==> config.mk <==
export PLATFORM = sky130hd
export DESIGN_NAME = light_crossfader
export DESIGN_NICKNAME = d
export VERILOG_FILES = /design/src/rtl/light_crossfader.sv
export SDC_FILE = /design/constraint.sdc
export NUM_CORES = 1
export LEC_CHECK = 0
export ABC_AREA = 1
export BUFFER_PORTS_ARGS = -buffer_cell sky130_fd_sc_hd__buf_2
export CORE_MARGIN = 4
export CORE_UTILIZATION = 40
export DETAILED_ROUTE_END_ITERATION = 10
export GPL_TIMING_DRIVEN = 0
export PLACE_DENSITY = 0.55
export SETUP_SLACK_MARGIN = 0.5
export SYNTH_ARGS = -nofsm -noshare
export SYNTH_HDL_FRONTEND = slang
export SYNTH_SLANG_ARGS = --single-unit
==> constraint.sdc <==
create_clock -name clk -period 15.7 [get_ports clk]
set_input_delay 4.71 -clock clk [delete_from_list [all_inputs] [get_ports clk]]
set_output_delay 4.71 -clock clk [all_outputs]
set_load 0.02 [all_outputs]
==> src/rtl/light_crossfader.sv <==
// Registered RGB crossfader: button-stepped palette colour blended linearly with white,
// the blend weight m ramping toward the target selected by sel over 2**FADE_LOG2 cycles.
module light_crossfader #(
  parameter int CW        = 8,
  parameter int NCOL      = 6,
  parameter int FADE_LOG2 = 4
) (
  input  logic            clk,
  input  logic            rst,
  input  logic            sel,
  input  logic            button,
  output logic [3*CW-1:0] light,
  output logic [2:0]      colour_idx,
  output logic            fading
);

  localparam int MW = FADE_LOG2 + 1;
  localparam int IW = CW + FADE_LOG2 + 1;
  localparam logic [MW-1:0] STEPS = MW'(2 ** FADE_LOG2);
  localparam logic [IW-1:0] WFULL = IW'((2 ** CW) - 1);

  logic [MW-1:0]   m;
  logic [MW-1:0]   m_next;
  logic            btn_q;
  logic            step;
  logic [2:0]      idx_next;
  logic [2:0]      code;
  logic [3*CW-1:0] mix;

  // One channel of the blend; the palette channel is either full scale or zero.
  function automatic logic [CW-1:0] mix_ch(input logic on, input logic [MW-1:0] mv);
    logic [IW-1:0] sum;
    sum = WFULL * IW'(STEPS - mv) + (on ? WFULL : '0) * IW'(mv);
    return CW'(sum >> FADE_LOG2);
  endfunction

  always_comb begin
    step     = button & ~btn_q;
    code     = colour_idx + 3'd1;
    idx_next = colour_idx;
    if (step) begin
      idx_next = (colour_idx == 3'(NCOL - 1)) ? 3'd0 : colour_idx + 3'd1;
    end
  end

  // Weight walks toward STEPS while sel is high and toward 0 otherwise.
  always_comb begin
    m_next = m;
    if (sel && (m < STEPS)) begin
      m_next = m + MW'(1);
    end else if (!sel && (m != '0)) begin
      m_next = m - MW'(1);
    end
  end

  // Channel order {R,G,B} maps to code bits {2,1,0}.
  always_comb begin
    mix = '0;
    for (int ch = 0; ch < 3; ch++) begin
      mix[ch*CW +: CW] = mix_ch(code[ch], m);
    end
  end

  always_ff @(posedge clk or posedge rst) begin
    if (rst) begin
      colour_idx <= 3'd0;
      m          <= '0;
      btn_q      <= 1'b0;
      light      <= '1;
    end else begin
      colour_idx <= idx_next;
      m          <= m_next;
      btn_q      <= button;
      light      <= mix;
    end
  end

  assign fading = (m != '0) && (m != STEPS);

endmodule

==> impl_metrics.tcl, run 1 <==
set metrics [dict create \
    status "finished clean" \
    diodes 0 \
    port_buffers 31 \
    ys_warn_count 0 \
    synthSimpleGateAreaFrac_pct 15.8 \
    relSlewSlack_pct 35.7 \
    cp_data_arrival_time_ps 7560 \
    drc 0 \
    drive_gt1_share_pct 11.7 \
    reg2reg_slack_ps 8350 \
    drtPass1Iterations 5 \
    viasPerCell 4.66 \
    antenna_found_initial 0 \
    ios 32 \
    syn_inst 667 \
    synth_top_family_by_area "adder cells" \
    rr_worst_depth 26 \
    cts-htree-levels 2 \
    clkTransAtPathRegs_ps 70 \
    clock_path_buffers 2 \
    ctsHoldBuffers 0 \
    core-area_sq_um 13400 \
    ys_types 32 \
    fmax_mhz 136 \
    grt_overflow_total 0 \
    hold_viol_final 0 \
    worst_hold_path_type "reg2reg" \
    clock_sinks 33 \
    synth.area.top_cells "fa_1 (25%), ha_1 (19%), inv_1 (13%), dfstp_2 (11%), nand2_1 (7.3%)" \
    setup_viol 0 \
    rows 42 \
    place_congestion 0.802 \
    die-area_sq_um 15800 \
    cts_tree "done" \
    postRouteAntennaNets 0 \
    synth-compound-area-share_pct 6.09 \
    rsz0062_at_grt "false" \
    layout.nets 862 \
    grt_pass1_vias 4155 \
    synth_common_cells "inv_1 (195), nand2_1 (108), ha_1 (84)" \
    synth-seq-cells 33 \
    startpoint "m[0]" \
    crit_required_ps 15910 \
    cts-root-buf "clkbuf_16" \
    grt_max_degree 19 \
    floorplan.die.height_um 126 \
    dp_hpwl_um 9540 \
    routedWlPerCell_um 12.5 \
    clock_skew_ps 17.7 \
    ys.flop_type "dfstp_2" \
    worstReg2RegEnd "light[4]" \
    syn_to_final_growth_pct 9.94 \
    clock_latency_ps 300 \
    synthAdderAreaFrac_pct 43.7 \
    grt_usage_pct 15.3 \
    crit_path_start_kind "register" \
    cp-end-kind "register" \
    synth_mux_area_share_pct 0 \
    finalCriticalPeriod_ps 7350 \
    max_cap_violations 0 \
    dr.first_iter.drc_count 168 \
    finalSetupTns_ps 0 \
    r2r-start "m[0]" \
    synth_area_per_cell_sq_um 8.28 \
    synth_top_area_cell "fa_1" \
    async_reset_ff_share_pct 100 \
    vias 4111 \
    synth_top_area_share_pct 24.6 \
    synth.yosys.seq_area_share_pct 15.5 \
    crit_fanout 8 \
    crit_type "reg2reg" \
    cts_resized 0 \
    drv_slew 0 \
    endpoint "light[4]" \
    grt_pass1_wl_um 19500 \
    cts_buffers 5 \
    synthXorXnorAreaFrac_pct 5.53 \
    die_w_um 126 \
    cts_setup_buffers 0 \
    wl_um 11000 \
    yosysMostFrequentCell "inv_1" \
    syn-num-nets 823 \
    finalCritPeriodShare_pct 46.8 \
    worst_pin_slew_ps 961 \
    initial_utilization_pct 41.2 \
    synth_area_sq_um 5530 \
    synth-edff-count 0 \
]
## metal layers
layer | wire (um) | global-route usage (%) | vias up | share of wire (%)
met3 | 507 | 2.99 | 14 | 4.6
met5 | 0 | 0 | - | 0
met1 | 5090 | 20.4 | 1945 | 46
li1 | - | - | 2091 | -
met2 | 5280 | 25.4 | 61 | 48
met4 | 178 | 4.15 | 0 | 1.6
## flip-flops by register name, summed over array words and instances (netlist names)
signal,cells
colour_idx,3
btn_q,1
light,24
m,5
## metrics by stage
stage	std cells	setup WS, ps	instance area, sq um	utilization, %	hold slack (ps)
after floorplan	667	8990	5530	-	478
after global placement	874	8320	5900	44.0	501
after detailed placement	875	8350	5930	44.2	512
after CTS	883	8310	6070	45.3	513
after global routing	883	7770	6070	45.3	538
final	883	8350	6070	45.3	506
## worst min-delay path by stage
stage	slack, ps	start	cells after the start	endpoint
5_1_grt	540	btn_q	2	colour_idx[2]
4_1_cts	510	btn_q	2	colour_idx[2]
3_3_place_gp	500	btn_q	2	colour_idx[2]
3_5_place_dp	510	btn_q	2	colour_idx[2]
6_report	510	btn_q	2	colour_idx[2]
2_1_floorplan	480	btn_q	2	colour_idx[2]
## layout make-up
type,count,area (sq um)
repair buffers,32,183
inverters,195,732
multi-input cells,438,3930
flip-flops and latches,33,856
fillers,1337,7330
well taps,176,220
clock buffers,8,146
plain buffers,1,11.3
## layout by cell type, fill, tap and decap left out, types with 2 or more instances in the layout
cell,n
buf_2,31
o21ai_1,2
inv_1,195
ha_1,84
o21ai_0,13
dfrtp_1,9
nand3_2,5
dfstp_2,24
clkbuf_1,2
xor2_1,22
clkbuf_16,5
nand2_4,2
nor2_1,35
or2_2,2
a21o_1,4
nand4_1,4
nand3_1,27
a21oi_1,21
nor3_1,3
nand2_2,7
fa_1,68
xnor2_1,11
a31oi_1,6
nand2_1,108
o21bai_1,5
## cell families (layout without fill, tap and decap cells)
kind of cell             after synthesis  in the layout
AND/OR/NAND/NOR                      195            195
AO/OA/AOI/OAI                         57             57
flip-flops                            33             33
adder cells (fa/ha/maj)              152            152
XOR/XNOR                              34             34
buffers and inverters                196            236
## critical path, cell delays in order, from the launching register on
cell and delay (ps):
dfrtp_1 420, buf_6 180, inv_1 210, ha_1 240
nand2_1 60, nor2_1 190, ha_1 330, or2_2 370
ha_1 350, fa_1 490, fa_1 570, inv_1 60
fa_1 460, xnor2_1 230, inv_1 170, fa_1 560
inv_1 50, fa_1 470, inv_1 50, fa_1 530
inv_1 40, ha_1 350, a21oi_1 180, o21ai_0 140
a21oi_1 250, o21ai_0 140, xor2_1 160
Power of run 1 is not shown: default switching activity piles up to over one toggle a cycle in this logic, so the estimate is an artifact.
==> run 2: changes to the inputs <==
--- a/config.mk
+++ b/config.mk
@@ -11,7 +11,7 @@
 export CORE_UTILIZATION = 40
 export DETAILED_ROUTE_END_ITERATION = 10
 export GPL_TIMING_DRIVEN = 0
-export PLACE_DENSITY = 0.55
+export PLACE_DENSITY = 0.57
 export SETUP_SLACK_MARGIN = 0.5
 export SYNTH_ARGS = -nofsm -noshare
 export SYNTH_HDL_FRONTEND = slang
==> constraint.sdc (replaced) <==
create_clock -name clk -period 6.6 [get_ports clk]
set_input_delay 1.98 -clock clk [delete_from_list [all_inputs] [get_ports clk]]
set_output_delay 1.98 -clock clk [all_outputs]
set_load 0.02 [all_outputs]
==> run 2 against run 1 <==
  * Die area unchanged
  * Clock-buffer cell count down 2
  * Hold slack better by 15 ps
  * Sequential share of layout area down 1.7 points
  * Critical path type unchanged
  * Highest routed layer unchanged
==> impl_metrics.tcl, run 2 (synthesis gave the netlist of run 1 again) <==
set metrics [dict create \
    status "finished clean" \
    grt_overflow_total 0 \
    dp_hpwl_um 9510 \
    clock_latency_ps 290 \
    finalCriticalPeriod_ps 6110 \
    pre_cts_slack_ps -87.4 \
    wl_um 12500 \
    cts_buffers 5 \
    grt_usage_pct 16.7 \
    place_congestion 0.862 \
    crit_path_start_kind "register" \
    crit_buf_inv 9 \
    clkTransAtPathRegs_ps 60 \
    place_area_sq_um 6050 \
    cp-end-kind "register" \
    clock_sinks 33 \
    layout_setup_ws_ps 492 \
    vias 4336 \
    cpMaxStageDelayCell "fa_2" \
    grtUsageMet2_pct 28.5 \
    die_w_um 126 \
    drc 0 \
    crit_type "reg2reg" \
    worst_hold_path_type "reg2reg" \
    floorplan.die.height_um 126 \
    drive_gt1_share_pct 29.8 \
    drv_slew 0 \
    clock_path_buffers 2 \
    viasPerCell 4.74 \
    initial_utilization_pct 41.2 \
    port_buffers 31 \
    crit_required_ps 6810 \
    cts-htree-levels 2 \
    core-area_sq_um 13400 \
    syn_to_final_growth_pct 25.2 \
    fillers 1244 \
    max_cap_violations 0 \
    postRouteAntennaNets 0 \
    largest_registers "light x24, m x5, colour_idx x3" \
    setup_viol 0 \
    largest_register_ff_count 24 \
    hold_viol_final 0 \
    grt_use_met3_pct 2.69 \
    whs_ps 521 \
    layout.nets 893 \
    dr.first_iter.drc_count 220 \
    gr-max-usage-layer "met2" \
    finalCritPeriodShare_pct 92.5 \
    grt_pass1_vias 4550 \
    cp_data_arrival_time_ps 6320 \
    grt_max_degree 34 \
    path_common_cell "inv_2" \
    rows 42 \
    grt_use_met1_pct 21.6 \
    clock_skew_ps 4.03 \
    final_common_cell "inv_1" \
    rsz0062_at_grt "true" \
    fmax_mhz 164 \
    cts-root-buf "clkbuf_16" \
    grt_pass1_wl_um 21500 \
    drtPass1Iterations 4 \
    antenna_found_initial 0 \
    cts_tree "done" \
    diodes 0 \
    crit_family "adder cells" \
    ios 32 \
    routedWlPerCell_um 13.6 \
    relSlewSlack_pct 28.8 \
    crit_fanout 4 \
    worst_pin_slew_ps 1060 \
    die-area_sq_um 15800 \
    regMostFlops "light" \
    critPathMaxStageDelay_ps 620 \
    fin_util_pct 51.6 \
    fin_area_sq_um 6920 \
    final_cell_mix "inv_1 (169), nand2_1 (97), fa_1 (65)" \
]
[run 2: cell types whose count changed in the layout (fill, tap and decap cells not counted), moves of 11 or more]
cell / before / now
buf_4: 0 / 32
inv_1: 195 / 169
nand2_1: 108 / 97
ha_1: 84 / 56
inv_2: 0 / 22
ha_4: 0 / 24
[run 2: tightest hold or removal path: stages (launching register included)]
cell and delay [ps]:
dfrtp_1 350, o21ai_0 80, o21ai_0 60
[run 2: per-layer routing]
layer	vias up	wire, um
met4	0	241
met1	2099	5470
li1	2160	-
met2	65	6250
met3	12	493
met5	-	0
[run 2: area by class of cell]
cell class / instances / area [sq um] / area share, %
clock buffer: 6 / 129 / 1.86
inverter: 195 / 749 / 10.8
timing repair buffer: 63 / 395 / 5.72
multi-input combinational: 438 / 4530 / 65.6
sequential: 33 / 858 / 12.4
clock inverter: 2 / 10.0 / 0.145
buffer: 1 / 20.0 / 0.289
tap: 176 / 220 / 3.18
[run 2: what timing repair did]
action                     CTS  global route
hold endpoints to repair     0             0
hold buffers                 0             0
cloned                       0             0
gates resized for setup     60            47
pin swaps                   56            47
buffers inserted            26             6
setup endpoints to repair   18            18
[run 2: metrics by stage]
step / cells / setup TNS, ps
after floorplan: 667 / 0
after global placement: 874 / -163
after detailed placement: 874 / -318
after CTS: 908 / 0
after global routing: 914 / 0
final: 914 / 0
[run 2: worst paths after layout]
kind | from | end | slack [ps] | cells past startpoint
setup / recovery | m[0] | light[15] | 490 | 29
min in group asynchronous | rst | colour_idx[0] | 1830 | 2
hold reg to reg | btn_q | colour_idx[2] | 520 | 2
hold / removal | btn_q | colour_idx[2] | 520 | 2
max in group asynchronous | rst | m[0] | 4240 | 2
setup reg to reg | m[0] | light[15] | 490 | 29
Power of run 2 is left out for the same reason.
